==> src/rtl/fft_frame_sequencer.sv <==
// fft_frame_sequencer
// Host-side driver for an N = 2^M point FFT core. Streams one frame of real
// samples into the core's load port, pulses start, waits for a fresh done,
// then reads bins 0..N/2 back and emits an approximate magnitude per bin on
// a valid/ready stream. Frames repeat back to back.
//
// Ports
//   clk_slow   : sole clock, rising edge
//   reset      : synchronous, active-low
//   s_valid/s_ready/s_data          : input sample stream (signed real)
//   fft_load/fft_adr/fft_rd         : core load port {real, imag}; fft_adr
//                                     also drives the readout address
//   fft_start  : one-cycle start pulse to the core
//   fft_done   : core completion level
//   fft_wd     : core result {real, imag}, valid RD_LAT cycles after fft_adr
//   m_valid/m_ready/m_index/m_mag/m_last : magnitude output stream
//   busy       : high whenever not accepting samples
module fft_frame_sequencer #(
    parameter int unsigned width  = 16,
    parameter int unsigned M      = 9,
    parameter int unsigned RD_LAT = 1
) (
    input  logic                 clk_slow,
    input  logic                 reset,
    input  logic                 s_valid,
    output logic                 s_ready,
    input  logic [width-1:0]     s_data,
    output logic                 fft_load,
    output logic [M-1:0]         fft_adr,
    output logic [2*width-1:0]   fft_rd,
    output logic                 fft_start,
    input  logic                 fft_done,
    input  logic [2*width-1:0]   fft_wd,
    output logic                 m_valid,
    input  logic                 m_ready,
    output logic [M-1:0]         m_index,
    output logic [width:0]       m_mag,
    output logic                 m_last,
    output logic                 busy
);

    localparam int unsigned       N        = 1 << M;
    localparam int unsigned       LAT_W    = 2;
    localparam logic [M-1:0]      LAST_CNT = M'(N - 1);
    localparam logic [M-1:0]      LAST_BIN = M'(N / 2);
    localparam logic [LAT_W-1:0]  LAT_END  = LAT_W'(RD_LAT - 1);

    typedef enum logic [2:0] {
        ST_LOAD,
        ST_FLUSH,
        ST_KICK,
        ST_WAIT,
        ST_RDADR,
        ST_RDWAIT,
        ST_OUT
    } state_t;

    state_t               state_q,     state_d;
    logic [M-1:0]         count_q,     count_d;
    logic [M-1:0]         bin_q,       bin_d;
    logic                 armed_q,     armed_d;
    logic [LAT_W-1:0]     lat_q,       lat_d;
    logic                 s_ready_q,   s_ready_d;
    logic                 fft_load_q,  fft_load_d;
    logic [M-1:0]         fft_adr_q,   fft_adr_d;
    logic [2*width-1:0]   fft_rd_q,    fft_rd_d;
    logic                 fft_start_q, fft_start_d;
    logic                 m_valid_q,   m_valid_d;
    logic [M-1:0]         m_index_q,   m_index_d;
    logic [width:0]       m_mag_q,     m_mag_d;
    logic                 m_last_q,    m_last_d;
    logic                 busy_q,      busy_d;

    // Approximate magnitude: max(|re|,|im|) + min(|re|,|im|)/2.
    // Two's-complement negate of the most negative value yields 2^(w-1),
    // which is exact when read as unsigned.
    logic [width-1:0] re_c, im_c, abs_re_c, abs_im_c, max_c, min_c;
    logic [width:0]   mag_c;

    always_comb begin
        re_c     = fft_wd[2*width-1:width];
        im_c     = fft_wd[width-1:0];
        abs_re_c = re_c[width-1] ? (~re_c + width'(1)) : re_c;
        abs_im_c = im_c[width-1] ? (~im_c + width'(1)) : im_c;
        if (abs_re_c >= abs_im_c) begin
            max_c = abs_re_c;
            min_c = abs_im_c;
        end else begin
            max_c = abs_im_c;
            min_c = abs_re_c;
        end
        mag_c = (width+1)'(max_c) + (width+1)'(min_c >> 1);
    end

    // Next-state and registered-output logic.
    always_comb begin
        state_d     = state_q;
        count_d     = count_q;
        bin_d       = bin_q;
        armed_d     = armed_q;
        lat_d       = lat_q;
        fft_load_d  = 1'b0;
        fft_start_d = 1'b0;
        fft_adr_d   = fft_adr_q;
        fft_rd_d    = fft_rd_q;
        m_valid_d   = m_valid_q;
        m_index_d   = m_index_q;
        m_mag_d     = m_mag_q;
        m_last_d    = m_last_q;

        case (state_q)
            ST_LOAD: begin
                if (s_valid && s_ready_q) begin
                    fft_load_d = 1'b1;
                    fft_adr_d  = count_q;
                    fft_rd_d   = {s_data, width'(0)};
                    count_d    = count_q + M'(1);
                    if (count_q == LAST_CNT) begin
                        state_d = ST_FLUSH;
                    end
                end
            end
            // FLUSH is the cycle carrying the final load strobe; arm start.
            ST_FLUSH: begin
                fft_start_d = 1'b1;
                fft_adr_d   = '0;
                state_d     = ST_KICK;
            end
            ST_KICK: begin
                armed_d = 1'b0;
                state_d = ST_WAIT;
            end
            // Only a done that rises after having been seen low counts, so a
            // level left high by the previous frame is not mistaken for this one.
            ST_WAIT: begin
                if (!fft_done) begin
                    armed_d = 1'b1;
                end else if (armed_q) begin
                    armed_d   = 1'b0;
                    fft_adr_d = bin_q;
                    state_d   = ST_RDADR;
                end
            end
            ST_RDADR: begin
                lat_d   = '0;
                state_d = ST_RDWAIT;
            end
            ST_RDWAIT: begin
                if (lat_q == LAT_END) begin
                    m_valid_d = 1'b1;
                    m_mag_d   = mag_c;
                    m_index_d = bin_q;
                    m_last_d  = (bin_q == LAST_BIN);
                    state_d   = ST_OUT;
                end else begin
                    lat_d = lat_q + LAT_W'(1);
                end
            end
            ST_OUT: begin
                if (m_ready) begin
                    m_valid_d = 1'b0;
                    if (m_last_q) begin
                        bin_d   = '0;
                        count_d = '0;
                        state_d = ST_LOAD;
                    end else begin
                        bin_d     = bin_q + M'(1);
                        fft_adr_d = bin_q + M'(1);
                        state_d   = ST_RDADR;
                    end
                end
            end
            default: begin
                state_d = ST_LOAD;
            end
        endcase

        // Decoded one cycle ahead so both are registered yet track the state.
        s_ready_d = (state_d == ST_LOAD);
        busy_d    = (state_d != ST_LOAD);
    end

    // State and output registers with synchronous active-low reset.
    always_ff @(posedge clk_slow) begin
        if (!reset) begin
            state_q     <= ST_LOAD;
            count_q     <= '0;
            bin_q       <= '0;
            armed_q     <= 1'b0;
            lat_q       <= '0;
            s_ready_q   <= 1'b0;
            fft_load_q  <= 1'b0;
            fft_adr_q   <= '0;
            fft_rd_q    <= '0;
            fft_start_q <= 1'b0;
            m_valid_q   <= 1'b0;
            m_index_q   <= '0;
            m_mag_q     <= '0;
            m_last_q    <= 1'b0;
            busy_q      <= 1'b0;
        end else begin
            state_q     <= state_d;
            count_q     <= count_d;
            bin_q       <= bin_d;
            armed_q     <= armed_d;
            lat_q       <= lat_d;
            s_ready_q   <= s_ready_d;
            fft_load_q  <= fft_load_d;
            fft_adr_q   <= fft_adr_d;
            fft_rd_q    <= fft_rd_d;
            fft_start_q <= fft_start_d;
            m_valid_q   <= m_valid_d;
            m_index_q   <= m_index_d;
            m_mag_q     <= m_mag_d;
            m_last_q    <= m_last_d;
            busy_q      <= busy_d;
        end
    end

    assign s_ready   = s_ready_q;
    assign fft_load  = fft_load_q;
    assign fft_adr   = fft_adr_q;
    assign fft_rd    = fft_rd_q;
    assign fft_start = fft_start_q;
    assign m_valid   = m_valid_q;
    assign m_index   = m_index_q;
    assign m_mag     = m_mag_q;
    assign m_last    = m_last_q;
    assign busy      = busy_q;

endmodule

==> config.mk <==
export PLATFORM = sky130hd
export DESIGN_NAME = fft_frame_sequencer
export DESIGN_NICKNAME = d
export VERILOG_FILES = /design/src/rtl/fft_frame_sequencer.sv
export SDC_FILE = /design/constraint.sdc
export NUM_CORES = 1
export LEC_CHECK = 0
export BUFFER_PORTS_ARGS = -buffer_cell sky130_fd_sc_hd__buf_2
export CAP_MARGIN = 20
export CORE_ASPECT_RATIO = 1.2
export CORE_MARGIN = 3
export CORE_UTILIZATION = 59
export DETAILED_ROUTE_END_ITERATION = 16
export GPL_TIMING_DRIVEN = 0
export HOLD_SLACK_MARGIN = 0.12
export PLACE_DENSITY = 0.86
export SLEW_MARGIN = 5
export SYNTH_ARGS = -nofsm -noshare
export SYNTH_HDL_FRONTEND = slang
export SYNTH_SLANG_ARGS = --single-unit
==> constraint.sdc <==
create_clock -name clk_slow -period 8.9 [get_ports clk_slow]
set_input_delay 0.89 -clock clk_slow [delete_from_list [all_inputs] [get_ports clk_slow]]
set_output_delay 0.89 -clock clk_slow [all_outputs]
set_load 0.005 [all_outputs]
==> results of run 1 <==
cells in the final DEF, fill, tap and decap left out, types with 18 or more instances in the layout:
master / count
nand2_1: 106
xor2_1: 30
buf_2: 111
dfxtp_1: 81
o21ai_0: 37
inv_1: 33
mux2i_1: 26
a21oi_1: 75
ha_1: 38
nand3_1: 18
clkbuf_1: 27
nor2_1: 53
cell families (layout without fill, tap and decap cells):
kind of cell    count (synthesis)  after routing
buf+inv                        80            205
other cells                     1             16
fa+ha+maj                      39             39
compound gates                196            196
flops                          81             81
mux                            28             28
xor+xnor                       37             37
simple gates                  250            250
path summary, 6_finish.rpt:
path	start	end	slack (ns)	cells after the start
worst max-delay path	fft_wd[4]	m_mag[14]	2.58	26
worst min-delay path	fft_rd[26]	fft_rd[26]	0.45	2
worst max register to register	state_q[2]	count_q[7]	6.46	8
worst min register to register	fft_rd[26]	fft_rd[26]	0.45	2
state kept, by name, indices dropped and copies added, names as in the netlist, 2 cells and up:
signal   count
fft_adr      9
m_index      9
bin_q        9
m_mag       17
fft_rd      16
state_q      3
lat_q        2
count_q      9
metal layers:
| metal | wire (um) | global-route usage [%] |
|---|---|---|
| met3 | 772 | 4.595 |
| met1 | 5362 | 29.53 |
| met4 | 456 | 12.33 |
| met5 | 0 | 0 |
| met2 | 7598 | 49.81 |
where the power goes:
part	total (mW)	internal (mW)	switching [mW]	leakage, nW
registers	0.371	0.368	0.00332	0.656
clock network	0.269	0.136	0.133	0.0953
logic	0.361	0.151	0.210	2.18
total	1.00	0.656	0.346	2.93
per-stage QoR:
| stage | util [%] | hold slack [ns] |
|---|---|---|
| after global routing | 71.12 | 0.4765 |
| after floorplan | - | 0.4482 |
| after detailed placement | 68.96 | 0.4428 |
| after CTS | 71.12 | 0.4537 |
| final | 71.12 | 0.4513 |
| after global placement | 68.96 | 0.4403 |
final cells by class:
type	instances	area share, %
buffer	46	3.642
clock buffer	11	2.189
clock inverter	5	0.8524
inverter	34	1.976
multi-input combinational	566	55.46
sequential	81	25.11
tap	120	2.325
timing repair buffer	109	8.446
worst max-delay path, cell delays in order:
cell and delay, ns:
buf_2 0.13, nor4_2 0.33, nand2b_1 0.13, or4_1 0.43
or2_1 0.27, nand2_1 0.10, xor2_1 0.28, ha_1 0.31
a21o_1 0.18, a21oi_1 0.23, o211ai_1 0.13, o21ai_1 0.28
nand2_1 0.13, buf_2 0.24, clkbuf_1 0.25, o21ai_0 0.22
ha_1 0.20, inv_1 0.06, fa_1 0.38, nor2b_1 0.21
o31a_1 0.20, o31ai_1 0.12, a21oi_1 0.33, a41oi_1 0.18
xnor2_1 0.15, a22o_1 0.22
==> flow_metrics.env, run 1 <==
export IMPL_status="finished, final reports clean"
export IMPL_seqCellArea_mm2=0.001622
export IMPL_setup_slack_ns=2.581
export IMPL_maxSlewHeadroom_pct=37.64
export IMPL_die_x_um=94.22
export IMPL_synth_xor_area_share_pct=6.017
export IMPL_synthMuxAreaShare_pct=5.132
export IMPL_rsz0062_at_grt="no"
export IMPL_p_leak_nw=2.927
export IMPL_fin_crit_ns=6.319
export IMPL_drt_pass1_iterations=5
export IMPL_fin_skew_ns=0.005483
export IMPL_synth_edff_count=0
export IMPL_fin_nets=939
export IMPL_cts_setup_buffers=0
export IMPL_grt_overflow_total=0
export IMPL_grt_pass1_wl_um=23340
export IMPL_clock_sinks=81
export IMPL_synth_warning_count=0
export IMPL_vias_per_cell=5.714
export IMPL_tightest_slew_ns=0.9275
export IMPL_peakVddDrop_v=0.00009517
export IMPL_fin_cells=972
export IMPL_synth_top_family_by_area="compound AO/OA/AOI/OAI gates"
export IMPL_synth_simple_area_share_pct=21.50
export IMPL_post_drt_wl_per_cell_um=14.60
export IMPL_cts_made_buffers=9
export IMPL_io_buffer_count=109
export IMPL_synth_compound_area_share_pct=22.28
export IMPL_insertion_delay_ns=0.36
export IMPL_cts_tree="built"
export IMPL_root_buffer="clkbuf_8"
export IMPL_place_ws_ns=2.276
export IMPL_synth_top_cell_area_share_pct=29.43
export IMPL_diodes=0
export IMPL_syn2layout_area_growth_pct=17.21
export IMPL_slew_violations=0
export IMPL_detail_route_iter0_violations=303
export IMPL_synth_async_reset_ratio_pct=0
export IMPL_synth_avg_cell_area_um2=7.739
export IMPL_grt_usage_pct=27.04
export IMPL_path_max_fanout=10
export IMPL_fillCellCount=750
export IMPL_crit_type="in2reg"
export IMPL_ctsLongestPathBuffers=2
export IMPL_yosys_most_used_dff="dfxtp_1"
export IMPL_cp_arrival_ns=6.58
export IMPL_crit_required_ns=9.16
export IMPL_finalCritPeriodShare_pct=71.00
export IMPL_yosysMostFrequentCell="nand2_1"
export IMPL_postCtsHoldBufs=0
export IMPL_syn_inst=712
export IMPL_h_tree_depth=3
export IMPL_antenna_found_initial=0
export IMPL_cap_violations=0
export IMPL_yosys_area_top_type="dfxtp_1"
export IMPL_ys_ff_latch=81
export IMPL_synthTopCellsByCount="106 x nand2_1, 81 x dfxtp_1, 75 x a21oi_1"
export IMPL_max_freq_mhz=158.3
export IMPL_multiInputGateArea_mm2=0.003582
export IMPL_netlist_area_mm2=0.005510
export IMPL_p_total_mw=1.001
export IMPL_dpl_hpwl_um=11470
export IMPL_ys_top_cells_by_area="dfxtp_1 29%, ha_1 8.6%, nand2_1 7.2%"
export IMPL_initial_core_util_pct=60.68
export IMPL_crit_path_start_kind="input pin"
export IMPL_drive_above_1_share_pct=18.43
export IMPL_finalInstanceArea_mm2=0.006459
export IMPL_place_area_mm2=0.006262
export IMPL_hold_violations=0
export IMPL_cp_end_kind="flop"
export IMPL_num_vias=5554
export IMPL_cts_clk_slew_worst_paths_ns=0.08
export IMPL_gp_congestion=0.9013
export IMPL_place_inst=956
export IMPL_synth_cell_types=64
export IMPL_seq_area_frac_synth_pct=29.43
export IMPL_synthAdderAreaFrac_pct=8.992
export IMPL_drtAntennaViolNets=0
export IMPL_setup_tns_ns=0
export IMPL_drc=0
export IMPL_cts_resized=0
export IMPL_core_region_area_mm2=0.009081
export IMPL_row_count=38
export IMPL_die_area_mm2=0.01054
export IMPL_dieHeight_um=111.9
export IMPL_hp_class="reg2reg"
export IMPL_io_pins=126
export IMPL_grt_pass1_vias=5282
export IMPL_p_per_area_mw_per_mm2=155.1
export IMPL_grt_max_degree=14
export IMPL_setup_viol=0
export IMPL_wirelength_um=14190
No activity file was read; power rests on OpenSTA's default activity.
==> run 2, diff against run 1 <==
CORE_UTILIZATION = 55   (was 59)
PLACE_DENSITY = 0.81   (was 0.86)
clock period = 6.3 ns   (was 8.9 ns; I/O delays follow)
==> run 2 against run 1 <==
Against the previous run:
- wire length up 0.92%
- cell count up 0.31%
- die area increased by 6.8%
- clock power up 100%
- utilization fell by 2.9 points
- sequential power increased by 42%
- critical endpoint unchanged
- clock-buffer cell count down 1
- critical path type unchanged
==> flow_metrics.env, run 2 (synthesized netlist as in run 1, its figures left out) <==
export IMPL_status="finished, final reports clean"
export IMPL_cap_violations=0
export IMPL_cts_tree="built"
export IMPL_fin_skew_ns=0.006693
export IMPL_p_leak_nw=2.980
export IMPL_grt_max_degree=16
export IMPL_setup_viol=0
export IMPL_place_area_mm2=0.006266
export IMPL_syn2layout_area_growth_pct=19.60
export IMPL_tightest_slew_ns=0.8401
export IMPL_p_total_mw=1.578
export IMPL_core_region_area_mm2=0.009662
export IMPL_max_freq_mhz=171.2
export IMPL_initial_core_util_pct=57.03
export IMPL_die_area_mm2=0.01126
export IMPL_cp_arrival_ns=6.08
export IMPL_finalInstanceArea_mm2=0.006590
export IMPL_cp_end_kind="flop"
export IMPL_cp_startpoint="fft_wd[4]"
export IMPL_fin_crit_ns=5.843
export IMPL_insertion_delay_ns=0.34
export IMPL_post_drt_wl_per_cell_um=14.69
export IMPL_row_count=39
export IMPL_drc=0
export IMPL_setup_slack_ns=0.4572
export IMPL_grt_usage_pct=24.71
export IMPL_p_per_area_mw_per_mm2=239.4
export IMPL_postCtsHoldBufs=0
export IMPL_wirelength_um=14320
export IMPL_detail_route_iter0_violations=254
export IMPL_hp_class="reg2reg"
export IMPL_place_ws_ns=-0.01063
export IMPL_fin_cells=975
export IMPL_cts_clk_slew_worst_paths_ns=0.06
export IMPL_gp_congestion=0.9089
export IMPL_crit_path_start_kind="input pin"
export IMPL_fin_nets=939
export IMPL_drt_pass1_iterations=5
export IMPL_ctsLongestPathBuffers=2
export IMPL_drive_above_1_share_pct=18.90
export IMPL_r2r_start="state_q[2]"
export IMPL_dpl_hpwl_um=11460
export IMPL_rsz0062_at_grt="no"
export IMPL_diodes=0
export IMPL_dieHeight_um=115.6
export IMPL_h_tree_depth=3
export IMPL_grt_pass1_wl_um=23130
export IMPL_hold_violations=0
export IMPL_layout_commonest_cell="buf_2"
export IMPL_path_max_fanout=10
export IMPL_root_buffer="clkbuf_16"
export IMPL_cts_made_buffers=9
export IMPL_antenna_found_initial=0
export IMPL_setup_tns_ns=0
export IMPL_clock_sinks=81
export IMPL_mostFrequentLayoutCells="111 x buf_2, 106 x nand2_1, 81 x dfxtp_1"
export IMPL_hp_start="m_mag[3]"
export IMPL_slew_violations=0
export IMPL_grt_overflow_total=0
export IMPL_crit_type="in2reg"
export IMPL_peakVddDrop_v=0.0001355
export IMPL_place_inst=959
export IMPL_crit_required_ns=6.54
export IMPL_maxSlewHeadroom_pct=43.51
export IMPL_drtAntennaViolNets=0
export IMPL_io_pins=126
export IMPL_die_x_um=97.37
export IMPL_finalCritPeriodShare_pct=92.74
export IMPL_num_vias=5533
export IMPL_grt_pass1_vias=5226
export IMPL_largest_reg_flops=17
export IMPL_vias_per_cell=5.675
export IMPL_fillCellCount=823
export IMPL_io_buffer_count=109
## run 2: layout make-up
cell class                 instances  area, um^2  share of cell area (%)
tap                              123       153.9                   2.335
sequential                        81        1622                   24.61
inverter                          34       127.6                   1.937
clock inverter                     6       72.57                   1.101
clock buffer                      10       239.0                   3.626
buffer                            46       235.2                   3.569
timing repair buffer             109       545.5                   8.278
multi-input combinational        566        3595                   54.55
## run 2: final timing paths
path                            cells after the start          to  slack (ns)
worst max-delay path                               25   m_mag[14]        0.46
worst min-delay path                                2    m_mag[3]        0.45
worst max register to register                      8  count_q[5]        3.89
worst min register to register                      2    m_mag[3]        0.45
## run 2: per-stage QoR
stage	hold WS, ns	util [%]
after detailed placement	0.4435	64.85
after global placement	0.4405	64.85
final	0.4500	68.21
after floorplan	0.4482	-
after CTS	0.4524	68.08
after global routing	0.4705	68.21
## run 2: what timing repair did
item | in CTS | in global routing
setup endpoints to repair | 0 | 3
setup buffers | 0 | 0
resized for setup | 0 | 3
## run 2: worst max-delay path: stages
cell	delay, ns
buf_2	0.13
nor4_2	0.31
nand2b_1	0.12
or4_1	0.43
or3_4	0.37
o31ai_4	0.21
xor2_2	0.20
ha_1	0.27
a21o_1	0.19
a21o_1	0.17
a21oi_1	0.28
nand2_1	0.12
buf_2	0.23
clkbuf_1	0.25
o21ai_0	0.22
ha_1	0.20
inv_1	0.06
fa_1	0.38
nor2b_1	0.21
o31a_1	0.22
o31ai_2	0.11
a21oi_2	0.23
a41oi_1	0.16
xnor2_1	0.15
a22o_1	0.22
## run 2: routing by layer
metal / track usage, % / vias up / wire, um
li1: - / 2758 / -
met2: 49.25 / 183 / 7759
met3: 4.214 / 33 / 821
met5: 0 / - / 0
met4: 10.43 / 0 / 351
met1: 25.31 / 2559 / 5388
## run 2: report_power, final
| group | internal (mW) | switching, mW | leakage [nW] | total, mW |
|---|---|---|---|---|
| clock network | 0.322 | 0.215 | 0.150 | 0.538 |
| registers | 0.521 | 0.00491 | 0.656 | 0.526 |
| logic | 0.214 | 0.300 | 2.17 | 0.514 |
| total | 1.06 | 0.520 | 2.98 | 1.58 |
